--- src/rtl/addn_seq_pkg.sv ---
// addn_seq shared types and helpers.
// Holds the FSM state enum and the k-counter sizing function.
package addn_seq_pkg;

    typedef enum logic [1:0] {
        IDLE,
        RUN,
        DONE
    } addn_state_t;

    // Counter width that never collapses to zero bits.
    function automatic int clog2_min1(input int n);
        int w;
        w = $clog2(n);
        return (w < 1) ? 1 : w;
    endfunction

endpackage

--- src/rtl/addn_seq_add_chunk.sv ---
// add_chunk: combinational CHUNK-bit ripple adder.
// Ports: a, b, ci in; s, co (carry out), c_msb (carry into the MSB) out.
module add_chunk #(
    parameter int CHUNK = 4
) (
    input  logic [CHUNK-1:0] a,
    input  logic [CHUNK-1:0] b,
    input  logic             ci,
    output logic [CHUNK-1:0] s,
    output logic             co,
    output logic             c_msb
);

    logic [CHUNK:0] c;

    always_comb begin
        c    = '0;
        s    = '0;
        c[0] = ci;
        for (int i = 0; i < CHUNK; i++) begin
            s[i]   = a[i] ^ b[i] ^ c[i];
            c[i+1] = (a[i] & b[i]) | (c[i] & (a[i] ^ b[i]));
        end
    end

    assign co    = c[CHUNK];
    assign c_msb = c[CHUNK-1];

endmodule

--- src/rtl/addn_seq.sv ---
// addn_seq: multi-cycle add/sub, CHUNK bits per clock, valid/ready on both sides.
// Ports: clk, rst (async high); in_valid/in_ready, ina, inb, cin, sub;
// out_valid/out_ready, sum, cout, ovf. ADDN_SEQ_OVF_EN builds the ovf logic.
module addn_seq
    import addn_seq_pkg::*;
#(
    parameter int WIDTH = 16,
    parameter int CHUNK = 4
) (
    input  logic             clk,
    input  logic             rst,
    input  logic             in_valid,
    output logic             in_ready,
    input  logic [WIDTH-1:0] ina,
    input  logic [WIDTH-1:0] inb,
    input  logic             cin,
    input  logic             sub,
    output logic             out_valid,
    input  logic             out_ready,
    output logic [WIDTH-1:0] sum,
    output logic             cout,
    output logic             ovf
);

    localparam int NCHUNK = WIDTH / CHUNK;
    localparam int KW     = clog2_min1(NCHUNK);
    localparam int BW     = clog2_min1(WIDTH);
    localparam logic [KW-1:0] KLAST = KW'(NCHUNK - 1);

    addn_state_t state, nstate;

    logic [KW-1:0]    k;
    logic [WIDTH-1:0] a_q;
    logic [WIDTH-1:0] b_q;
    logic [WIDTH-1:0] sum_q;
    logic             carry;

    logic [BW-1:0]    base;
    logic [CHUNK-1:0] ca;
    logic [CHUNK-1:0] cb;
    logic [CHUNK-1:0] cs;
    logic             co;
    logic             accept;
    logic             last;

    assign accept = (state == IDLE) && in_valid;
    assign last   = (state == RUN) && (k == KLAST);

    // Bit offset of the active chunk; always below WIDTH.
    assign base = BW'(k) * BW'(CHUNK);
    assign ca   = a_q[base +: CHUNK];
    assign cb   = b_q[base +: CHUNK];

`ifdef ADDN_SEQ_OVF_EN
    logic c_msb;
    logic cmsb_q;
`else
    logic c_msb_unused;
`endif

    add_chunk #(
        .CHUNK(CHUNK)
    ) u_add (
        .a    (ca),
        .b    (cb),
        .ci   (carry),
        .s    (cs),
        .co   (co),
`ifdef ADDN_SEQ_OVF_EN
        .c_msb(c_msb)
`else
        .c_msb(c_msb_unused)
`endif
    );

    always_ff @(posedge clk or posedge rst) begin
        if (rst) state <= IDLE;
        else     state <= nstate;
    end

    always_comb begin
        nstate = state;
        unique case (state)
            IDLE:    if (in_valid)  nstate = RUN;
            RUN:     if (last)      nstate = DONE;
            DONE:    if (out_ready) nstate = IDLE;
            default: nstate = IDLE;
        endcase
    end

    always_comb begin
        in_ready  = 1'b0;
        out_valid = 1'b0;
        unique case (state)
            IDLE:    in_ready  = 1'b1;
            DONE:    out_valid = 1'b1;
            default: ;
        endcase
    end

    // Subtraction is A + ~B + 1, so B is inverted once at accept.
    always_ff @(posedge clk or posedge rst) begin
        if (rst) begin
            k     <= '0;
            a_q   <= '0;
            b_q   <= '0;
            sum_q <= '0;
            carry <= 1'b0;
        end else if (accept) begin
            k     <= '0;
            a_q   <= ina;
            b_q   <= sub ? ~inb : inb;
            carry <= sub | cin;
        end else if (state == RUN) begin
            sum_q[base +: CHUNK] <= cs;
            carry <= co;
            k     <= last ? '0 : k + KW'(1);
        end
    end

    assign sum  = sum_q;
    assign cout = carry;

`ifdef ADDN_SEQ_OVF_EN
    // Carry into the word MSB, taken from the top chunk.
    always_ff @(posedge clk or posedge rst) begin
        if (rst)       cmsb_q <= 1'b0;
        else if (last) cmsb_q <= c_msb;
    end

    assign ovf = cmsb_q ^ carry;
`else
    assign ovf = 1'b0;
`endif

endmodule

--- config.mk ---
export PLATFORM = sky130hd
export DESIGN_NAME = addn_seq
export DESIGN_NICKNAME = d
export VERILOG_FILES = /design/src/rtl/addn_seq_pkg.sv /design/src/rtl/addn_seq_add_chunk.sv /design/src/rtl/addn_seq.sv
export SDC_FILE = /design/constraint.sdc
export NUM_CORES = 1
export LEC_CHECK = 0
export ABC_AREA = 1
export ABC_CLOCK_PERIOD_IN_PS = 3700
export BUFFER_PORTS_ARGS = -buffer_cell sky130_fd_sc_hd__clkbuf_2
export CELL_PAD_IN_SITES_DETAIL_PLACEMENT = 0
export CELL_PAD_IN_SITES_GLOBAL_PLACEMENT = 1
export CORE_MARGIN = 5
export CORE_UTILIZATION = 40
export DETAILED_ROUTE_END_ITERATION = 8
export HOLD_SLACK_MARGIN = 0.1
export PLACE_DENSITY = 0.79
export SLEW_MARGIN = 20
export SYNTH_ARGS = -nofsm -noshare
export SYNTH_HDL_FRONTEND = slang
export SYNTH_HIERARCHICAL = 1
export SYNTH_SLANG_ARGS = --single-unit
--- constraint.sdc ---
create_clock -name clk -period 3.7 [get_ports clk]
set_input_delay 0.74 -clock clk [delete_from_list [all_inputs] [get_ports clk]]
set_output_delay 0.74 -clock clk [all_outputs]
set_load 0.005 [all_outputs]
==> metrics.log <==
INFO  metric cts_inserted_buffers = 5
INFO  metric antenna_violating_nets_post_route = 0
INFO  metric outcome = completed
INFO  metric crit_top_cell = fa_1
INFO  metric post_drt_wl_per_cell = 12.2 µm
INFO  metric avgViaCountPerCell = 4.57
INFO  metric cts.sink_count = 53
INFO  metric place_inst = 477
INFO  metric first_pass_grt_wire_length = 10100 µm
INFO  metric antennaDiodeCount = 0
INFO  metric fin_tns_setup = 0 ns
INFO  metric drt_pre_antenna_iters = 4
INFO  metric hold_path_depth = 2
INFO  metric tritoncts = yes
INFO  metric ys_ff_latch = 53
INFO  metric pre_cts_slack = 0.671 ns
INFO  metric number_of_fillers_in_the_final_layout = 723
INFO  metric critPathTopFamily = adder cells
INFO  metric worst_clock_skew_on_the_final_layout = 0.0118 ns
INFO  metric drive_above_1_share = 18.8%
INFO  metric drc = 0
INFO  metric route.final.wire_length = 5900 µm
INFO  metric grt_antenna_before_repair = 0
INFO  metric clk_pin_slew = 0.10 ns
INFO  metric die_area = 8790 µm²
INFO  metric i_o_pin_cnt = 58
INFO  metric total_power = 0.00275 W
INFO  metric clock_buffer_depth = 2
INFO  metric initial_core_utilization = 41.1%
INFO  metric path_depth = 15
INFO  metric post-route-period-util = 81.8%
INFO  metric syn_area_per_cell = 8.31 µm²
INFO  metric max-cap-violations = 0
INFO  metric timing_worst_setup_path_type = flop to flop
INFO  metric gate_count_post_synth = 338
INFO  metric cp-end-kind = flop
INFO  metric track_usage = 14.3%
INFO  metric synth_seq_area_share = 47.2%
INFO  metric critPathMaxStageDelay = 0.49 ns
INFO  metric timing.critical_path.fanout_max = 22
INFO  metric startpoint_type = flop
INFO  metric worstRegToRegCells = 15
INFO  metric crit_slowest_cell = dfrtp_1
INFO  metric finalWorstSetupSlack = 0.673 ns
INFO  metric arrival_time_at_the_worst_endpoint = 3.23 ns
INFO  metric design.core.area = 6830 µm²
INFO  metric dpl.hpwl = 4500 µm
INFO  metric worstPathRequired = 3.91 ns
INFO  metric holdBufCountCts = 0
INFO  metric post_layout_nets = 435
INFO  metric postSynthNetCount = 385
INFO  metric via_count_of_the_first_global_routing_pass = 2197
INFO  metric drt_first_iter_violations = 56
INFO  metric gp_congestion = 0.833
INFO  metric setup_viol = 0
INFO  metric crit_chain = inv_2 > nor2_1 > nor2_1 > o21ai_0 > nand2_1 > fa_1 > inv_1 > fa_1 > fa_1 > inv_1 > fa_1 > inv_1 > nor3_2 > nand2_1 > nand2_1
INFO  metric non_filler_instance_count_after_layout = 484
INFO  metric transition_time_at_the_pin_with_the_least_slew_margin = 0.938 ns
INFO  metric die_width = 93.8 µm
INFO  metric htreeDepth = 2
INFO  metric cts_root_buffer = clkbuf_8
INFO  metric floorplan.rows = 30
INFO  metric post_cts_resized = 0
INFO  metric timing_max_transition_violations_final = 0
INFO  metric detailroute.via_count = 2212
INFO  metric grt_overflow = 0
INFO  metric ys_warn_count = 6
INFO  metric hold_class = flop to flop
INFO  metric place.port_buffers = 56
INFO  metric power_leakage = 1.72 nW
INFO  metric beginning_of_the_worst_register_to_register_path = k[0]$_DFFE_PP0P_
INFO  metric vertical_die_dimension = 93.8 µm
INFO  metric cp-startpoint = k[0]$_DFFE_PP0P_
INFO  metric number_of_setup_buffers_added_after_cts = 0
INFO  metric ir_drop = 0.000356 V
INFO  metric areaGrowthSynthToFinish = 13.9%
INFO  metric hp-start = sum[11]$_DFFE_PP0P_
INFO  metric maximum_achievable_frequency = 330 MHz
INFO  metric slew-limit-headroom = 37.3%
INFO  metric worstPathBufferInverterCount = 4
INFO  metric pwr_density_cell = 861 nW/µm²
INFO  metric clk-insertion-delay-late = 0.30 ns
INFO  metric grt_max_degree = 59
INFO  metric grt_setup_unrepaired = false
INFO  metric finalWorstPathRequiredPeriod = 3.03 ns
INFO  metric synth_cell_types = 24
INFO  metric final-hold-violation-count = 0
INFO  metric synthesized_area = 2810 µm²
[cell type report]
| class | count | area (µm²) | share of cell area, % |
|---|---|---|---|
| sequential | 53 | 1330 | 41.5 |
| inverter | 38 | 143 | 4.46 |
| tap | 96 | 120 | 3.75 |
| timing repair buffer | 59 | 303 | 9.46 |
| clock buffer | 7 | 86.3 | 2.70 |
| multi-input combinational | 231 | 1220 | 38.2 |
[tightest hold or removal path: stages (launching register included)]
cell,delay (ns)
dfrtp_1,0.36
nand2_1,0.05
nand2_1,0.05
[through the flow]
step	util (%)	hold WS, ns	instance area, µm²
2_1_floorplan	-	0.442	2810
4_1_cts	46.8	0.492	3200
6_report	46.8	0.487	3200
3_3_place_gp	45.6	0.462	3110
5_1_grt	46.8	0.514	3200
3_5_place_dp	45.6	0.467	3110
[registers in the layout, summed over array words and instances, names as in the netlist]
register and count:
state 2, cout 1, k 2, sum 16
b_q 16, a_q 16
[routing by layer]
metal	global-route usage (%)	wire length (µm)
met4	3.25	19
met2	22.9	2780
met5	0	0
met1	19.4	2800
met3	3.93	306
[placed cells by master (no fill, tap or decap)]
| cell type | n |
|---|---|
| o21ai_1 | 11 |
| fa_1 | 4 |
| nand3_1 | 19 |
| nor2_4 | 1 |
| dfrtp_1 | 53 |
| nor2_1 | 19 |
| inv_2 | 3 |
| clkbuf_1 | 1 |
| conb_1 | 1 |
| o21ai_0 | 16 |
| clkbuf_2 | 56 |
| o211ai_1 | 12 |
| nand2_1 | 114 |
| o31ai_1 | 1 |
| nand2_2 | 1 |
| xnor2_1 | 16 |
| ha_1 | 5 |
| o21a_1 | 8 |
| nand3_2 | 1 |
| inv_1 | 35 |
| clkbuf_8 | 6 |
| nor3_2 | 2 |
| buf_4 | 3 |
[where the power goes]
part / internal, W / switching (W) / leakage [nW]
Combinational: 0.000526 / 0.000919 / 1.01
Sequential: 0.000821 / 0.000162 / 0.667
Clock: 0.000149 / 0.000176 / 0.0443
Total: 0.00150 / 0.00126 / 1.72
[path summary, 6_finish.rpt]
check / endpoint / slack (ns)
max reg2reg: sum[15]$_DFFE_PP0P_ / 0.67
min in group asynchronous: a_q[5]$_DFFE_PP0P_ / 0.51
min reg2reg: sum[11]$_DFFE_PP0P_ / 0.49
min: sum[11]$_DFFE_PP0P_ / 0.49
max in group asynchronous: sum[3]$_DFFE_PP0P_ / 2.47
max: sum[15]$_DFFE_PP0P_ / 0.67
[logic make-up after synthesis]
group	count (synthesis)	synth area share, %
AND/OR/NAND/NOR	157	22.9
buffers and inverters	54	9.27
flip-flops	53	47.2
AO/OA/AOI/OAI	48	10.4
XOR/XNOR	16	4.99
adder cells (fa/ha/maj)	9	5.08
other	1	0.134
[synthesized netlist by cell type]
cell | number | area share (%)
o21ai_0 | 16 | 2.9
xnor2_1 | 16 | 5.0
o211ai_1 | 12 | 3.2
clkbuf_1 | 1 | 0.13
inv_1 | 36 | 4.8
ha_1 | 5 | 2.2
buf_6 | 5 | 2.0
nor2_1 | 19 | 2.5
conb_1 | 1 | 0.13
buf_4 | 3 | 0.80
o21a_1 | 8 | 2.1
buf_2 | 6 | 1.1
dfrtp_1 | 53 | 47
o31ai_1 | 1 | 0.27
nor3_2 | 2 | 0.71
nor2_4 | 1 | 0.40
o21ai_1 | 11 | 2.0
fa_1 | 4 | 2.9
nand3_1 | 19 | 3.4
inv_2 | 2 | 0.27
nand2_1 | 114 | 15
nand2_2 | 1 | 0.22
clkbuf_2 | 1 | 0.18
nand3_2 | 1 | 0.36
Power figures use the tool's default switching activity.
